[config.mk]
export PLATFORM = sky130hd
export DESIGN_NAME = pipe_stall_ctrl
export DESIGN_NICKNAME = d
export VERILOG_FILES = /design/src/rtl/pipe_stall_ctrl.sv
export SDC_FILE = /design/constraint.sdc
export NUM_CORES = 1
export LEC_CHECK = 0
export BUFFER_PORTS_ARGS = -buffer_cell sky130_fd_sc_hd__buf_2
export CORE_AREA = 2 2 39 41
export DETAILED_ROUTE_END_ITERATION = 16
export DIE_AREA = 0 0 41 43
export GPL_TIMING_DRIVEN = 0
export PLACE_DENSITY = 0.62
export REMOVE_ABC_BUFFERS = 1
export SLEW_MARGIN = 20
export SYNTH_ARGS = -nofsm -noshare
export SYNTH_HDL_FRONTEND = slang
export SYNTH_SLANG_ARGS = --single-unit
[constraint.sdc]
create_clock -name Clk -period 2.9 [get_ports Clk]
set_clock_uncertainty 0.05 [all_clocks]
set_input_delay 0.435 -clock Clk [delete_from_list [all_inputs] [get_ports Clk]]
set_output_delay 0.435 -clock Clk [all_outputs]
set_load 0.05 [all_outputs]
[src/rtl/pipe_stall_ctrl.sv]
`default_nettype none
//==============================================================================
// Module      : pipe_stall_ctrl
// Description : Stall/flush sequencer for the 5-stage pipeline; owns the
//               mult/div busy counter and the post-redirect drain window.
// Revision    : 1.0 - initial release
//==============================================================================
module pipe_stall_ctrl #(
    parameter int MULT_CYC  = 5,
    parameter int DIV_CYC   = 10,
    parameter int DRAIN_CYC = 2,
    parameter int CNT_W     = 4
) (
    input  logic Clk,
    input  logic Reset,
    input  logic stall_hazard,
    input  logic md_start,
    input  logic md_is_div,
    input  logic md_use_ID,
    input  logic exc_req,
    input  logic eret_M,
    output logic pc_en,
    output logic ifid_en,
    output logic ifid_estall,
    output logic idex_flush,
    output logic exmem_flush,
    output logic md_busy,
    output logic exc_mask
);

    localparam logic [0:0]       c_st_run     = 1'b0;
    localparam logic [0:0]       c_st_drain   = 1'b1;
    localparam logic [CNT_W-1:0] c_mult_load  = CNT_W'(MULT_CYC);
    localparam logic [CNT_W-1:0] c_div_load   = CNT_W'(DIV_CYC);
    localparam logic [CNT_W-1:0] c_drain_load = CNT_W'(DRAIN_CYC);
    localparam logic [CNT_W-1:0] c_one        = CNT_W'(1);

    logic [0:0]       r_state;
    logic [CNT_W-1:0] r_md_cnt;
    logic [CNT_W-1:0] r_drain_cnt;

    logic w_busy;
    logic w_in_drain;
    logic w_take;
    logic w_stall;

    assign w_busy     = (r_md_cnt != '0);
    assign w_in_drain = (r_state == c_st_drain);
    // ERET always redirects; only exceptions are masked while draining.
    assign w_take     = (exc_req & ~w_in_drain) | eret_M;
    assign w_stall    = stall_hazard | (w_busy & md_use_ID);

    always_comb begin
        pc_en       = 1'b1;
        ifid_en     = 1'b1;
        ifid_estall = 1'b0;
        idex_flush  = 1'b0;
        exmem_flush = 1'b0;
        md_busy     = 1'b0;
        exc_mask    = 1'b0;
        if (!Reset) begin
            md_busy  = w_busy;
            exc_mask = w_in_drain;
            if (w_take) begin
                ifid_estall = 1'b1;
                idex_flush  = 1'b1;
                exmem_flush = 1'b1;
            end else if (w_stall) begin
                pc_en      = 1'b0;
                ifid_en    = 1'b0;
                idex_flush = 1'b1;
            end
        end
    end

    always_ff @(posedge Clk or posedge Reset) begin
        if (Reset) begin
            r_state     <= c_st_run;
            r_md_cnt    <= '0;
            r_drain_cnt <= '0;
        end else if (w_take) begin
            // Redirect squashes any in-flight mult/div and (re)opens the drain window.
            r_state     <= c_st_drain;
            r_md_cnt    <= '0;
            r_drain_cnt <= c_drain_load;
        end else begin
            if (w_busy) begin
                r_md_cnt <= r_md_cnt - c_one;
            end else if (md_start) begin
                r_md_cnt <= md_is_div ? c_div_load : c_mult_load;
            end
            if (w_in_drain) begin
                if (r_drain_cnt == c_one) begin
                    r_state     <= c_st_run;
                    r_drain_cnt <= '0;
                end else begin
                    r_drain_cnt <= r_drain_cnt - c_one;
                end
            end
        end
    end

endmodule
`default_nettype wire
Yosys cells after proc, flatten, opt, wreduce, memory -nomap -nowiden
Index checks and enable logic that the tools add are counted.
{"block": "totals", "reg_bits": 9, "in_bits": 8, "output_inout_bits": 7, "elab_cells": 34}
{"block": "classes", "addsub": 2, "n_eq_ne": 1, "n_mux": 20, "bitwise": 5, "reduce_logical": 3}
{"op": "two-way mux 4 bit", "count": 7}
{"op": "two-way mux 1 bit", "count": 13}
{"op": "subtractor 4 x 1 -> 4 bit, second input constant", "count": 2}
{"op": "== test 4 x 1 -> 1 bit, second input constant", "count": 1}
{"op": "nonzero test 4 bit", "count": 1}
{"op": "nonzero test 3 bit", "count": 1}
{"op": "bitwise AND 1 bit", "count": 2}
{"op": "bitwise OR 1 bit", "count": 2}
{"op": "nonzero test 2 bit", "count": 1}
{"op": "NOT 1 bit", "count": 1}

Logic depth before layout (Yosys ltp)
{"block": "depth", "word_depth": 6, "mapped_depth": 6, "depth_no_buf": 5}

Worst setup path after synthesis
No wires, ideal clock.
{"block": "synth_timing", "path_type": "register to output", "from": "reg r_md_cnt[0]", "to": "out pc_en", "arrival_time_ps": 1896, "slack_ps": 519, "stages_incl_launch_ff": 7, "path_cell_list": "dfrtp_1 -> inv_1 -> ha_1 -> or3b_4 -> a21oi_1 -> or3_1 -> buf_4"}
{"block": "synth_via", "elab_chain_cells": 6}
{"item": "start, declared", "line_no": "39", "source": "logic [CNT_W-1:0] r_md_cnt;"}
{"item": "start signal, assigned", "line_no": "88", "source": "r_md_cnt <= r_md_cnt - c_one;"}
{"item": "start signal, assigned", "line_no": "90", "source": "r_md_cnt <= md_is_div ? c_div_load : c_mult_load;"}
{"item": "nonzero test 4 bit", "line_no": "47", "source": "assign w_busy = (r_md_cnt != '0);"}
{"item": "bitwise AND 1 bit", "line_no": "51", "source": "assign w_stall = stall_hazard | (w_busy & md_use_ID);"}
{"item": "bitwise OR 1 bit", "line_no": "51"}
{"item": "two-way mux 1 bit (3 in a row)"}
{"item": "end, declared", "line_no": "22", "source": "output logic pc_en,"}
Every way passes these cells.

Worst setup path after layout
{"block": "layout_timing", "from": "reg r_md_cnt[0]", "to": "out ifid_en"}
{"block": "layout_via", "elab_chain_cells": 6}
{"item": "nonzero test 4 bit", "line_no": "47"}
{"item": "bitwise AND 1 bit", "line_no": "51"}
{"item": "bitwise OR 1 bit", "line_no": "51"}
{"item": "two-way mux 1 bit", "line_no": "68", "source": "end else if (w_stall) begin"}
{"item": "two-way mux 1 bit", "line_no": "64", "source": "if (w_take) begin"}
{"item": "two-way mux 1 bit", "line_no": "61", "source": "if (!Reset) begin"}
{"item": "end, declared", "line_no": "23", "source": "output logic ifid_en,"}
Every way passes these cells.

==> metrics.md <==
| Metric | Value |
|---|---|
| RSZ-0062 raised after global routing | `no` |
| Ys async rst share | `1.000` |
| Final WS setup | `0.4789 ns` |
| R2R setup slack | `1.16 ns` |
| Number of routed nets with antenna violations | `0` |
| Final min period | `2.421 ns` |
| Place WS | `0.7616 ns` |
| Worst path required time | `2.41 ns` |
| Setup TNS Final | `0 ns` |
| Synthesized instance count | `63` |
| Worst setup EP type | `primary output` |
| Hold slack | `0.1211 ns` |
| Post-synth EDFFs | `0` |
| Post-CTS Resized | `0` |
| Buffers added on ports | `14` |
| LEAKAGE | `0.3338 nW` |
| Area delta synth->final | `17.26%` |
| CP cell instances | `inv_1, ha_1, or3b_4, a21oi_1, or3_1, buf_2` |
| Fin area | `654.4 µm²` |
| Crit share post-route | `0.8349` |
| Worst reg2reg path depth | `5` |
| Fill cells | `133` |
| CP peak stage delay | `0.42 ns` |
| Layout cell share with drive strength beyond 1 | `0.2436` |
| First-pass GRT wire length | `1863 µm` |
| Die X | `41 µm` |
| CP top delay family | `simple AND/OR/NAND/NOR gates` |
| Total wire length | `1051 µm` |
| Max Cap Viol | `0` |
| WP buf/inv | `2` |
| Top FF cell, synth | `dfrtp_1` |
| Worst Path Arrival | `1.94 ns` |
| Synth Warn # | `0` |
| Final hold vios | `0` |
| Clk pin slew, worst setup/hold paths | `0.06 ns` |
| CP Launch Type | `flip-flop` |
| Initial antenna violation count | `0` |
| H-tree levels | `1` |
| Die Y | `43 µm` |
| Worst skew pair latency | `0.26 ns` |
| CTS tree | `yes` |
| Initial core utilization | `0.4033` |
| Multi-input gate area | `286.5 µm²` |
| Clk root buf | `clkbuf_4` |
| Critical Path Fanout Max | `6` |
| RR Startpoint | `r_md_cnt[0]` |
| CP startpoint | `r_md_cnt[0]` |
| Hold Path Class | `primary input to asynchronous set/reset pin` |
| Achievable Freq | `413.0 MHz` |
| Routed len/inst | `11.18 µm` |
| Syn avg cell area | `8.858 µm²` |
| Status | `complete, no violations` |
| DR vias | `485` |
| Largest net degree at the start of global routing | `11` |
| Post-CTS Setup Inserts | `0` |
| FP Rows | `14` |
| Final GP Congestion | `0.7225` |
| FF+latch count, synth | `9` |
| Pre-antenna DRT Iters | `4` |
| Vias/cell | `5.160` |
| Congestion Overflow GR | `0` |
| DP Wirelength | `818.6 µm` |
| Pwr Density | `940.9 mW/mm²` |
| Clk sink count | `9` |
| Sequential area share after synthesis | `0.4036` |
| Ant. Diodes | `0` |
| Library cells used by synthesis | `25` |
| CTS buffer count | `3` |
| Critical path type | `flip-flop to primary output` |
| Post-Syn Area | `558.0 µm²` |
| Final setup fails | `0` |
| # IOs | `15` |
| Slew @ Worst Pin | `0.3634 ns` |
| Fin nets | `90` |
| Crit path max-delay cell type | `or3b_4` |
| Remaining DRCs | `0` |
| Vias in the first global route | `461` |
| Post-CTS Hold Fix Bufs | `0` |
| CORE AREA | `0.001384 mm²` |
| Max clock buf depth | `2` |
| DIE AREA | `0.001763 mm²` |
| Total GRT Usage | `0.1563` |
| Final Max Tran Viols | `0` |
| Placed Instance Area | `628.1 µm²` |
| Headroom to the max-slew limit | `0.7515` |
| Worst r2r dst | `r_md_cnt[0]` |
| Sequential cell area | `225.2 µm²` |
| Worst VDD drop | `0.4820 mV` |
| Starting DRT DRC Count | `10` |
cells in the mapped netlist (2+ instances only):
cell type / count / area share
dfrtp_1: 9 / 0.40
inv_1: 7 / 0.047
a21oi_1: 6 / 0.054
nand2_1: 6 / 0.040
o21ai_0: 4 / 0.036
ha_1: 3 / 0.067
nor3_1: 3 / 0.027
a211oi_1: 2 / 0.027
buf_4: 2 / 0.027
nand2b_1: 2 / 0.022
nand3b_1: 2 / 0.027
nor2_1: 2 / 0.013
nor2b_1: 2 / 0.022
or3_1: 2 / 0.022
registers in the layout, summed over array words and instances, names as in the netlist:
signal       cells
r_drain_cnt      4
r_md_cnt         4
r_state          1
metal layers:
layer / track usage / up-vias / share of wire
met5: 0 / - / 0
met4: 0.08000 / 0 / 0.0076
met3: 0.03141 / 2 / 0.035
met2: 0.2031 / 13 / 0.48
met1: 0.2381 / 223 / 0.48
li1: - / 247 / -
layout make-up:
| type | count | share of cell area |
|---|---|---|
| sequential | 9 | 0.3442 |
| clock buffer | 4 | 0.04015 |
| multi-input combinational | 44 | 0.4379 |
| tap | 16 | 0.03059 |
| timing repair buffer | 14 | 0.1071 |
| inverter | 7 | 0.04015 |
power by group:
group | leakage (nW) | switching (W) | total, W | internal, W
logic | 0.208 | 0.000167 | 0.000293 | 0.000126
clock network | 0.0150 | 0.0000435 | 0.0000965 | 0.0000530
registers | 0.111 | 0.0000511 | 0.000226 | 0.000175
logic make-up after synthesis:
logic type | synth area share
simple gates | 0.2220
mux | 0.01794
compound gates | 0.1906
buf+inv | 0.08295
flops | 0.4036
xor+xnor | 0.01570
fa+ha+maj | 0.06727
stage by stage:
step / utilization / std cells / power (W)
6_report: 0.4729 / 94 / 0.0006157
5_1_grt: 0.4729 / 94 / 0.0006752
4_1_cts: 0.4729 / 94 / 0.0006191
3_5_place_dp: 0.4539 / 90 / 0.0005211
3_3_place_gp: 0.4539 / 90 / 0.0005165
2_1_floorplan: - / 60 / 0.0004569
worst max-delay path by stage:
stage / slack (ns) / cells past startpoint / endpoint
floorplan: 0.51 / 5 / ifid_en
finish: 0.48 / 6 / ifid_en
global route: 0.34 / 6 / ifid_en
CTS: 0.47 / 6 / ifid_en
global placement: 0.77 / 6 / ifid_en
detailed placement: 0.76 / 6 / ifid_en
placed cells by master, fill, tap and decap left out, drive strengths merged:
cell type,count
nand2,6
a21o,1
or3,2
and2,1
a21oi,6
dfrtp,9
or3b,2
nor3,3
a2111oi,1
a211oi,2
ha,3
nor2,2
o211a,1
inv,7
o211ai,1
o21ai,4
mux2i,1
buf,14
clkbuf,4
nand2b,2
o21bai,1
xnor2,1
nor2b,2
nand3b,2
No activity file was read; power rests on OpenSTA's default activity.
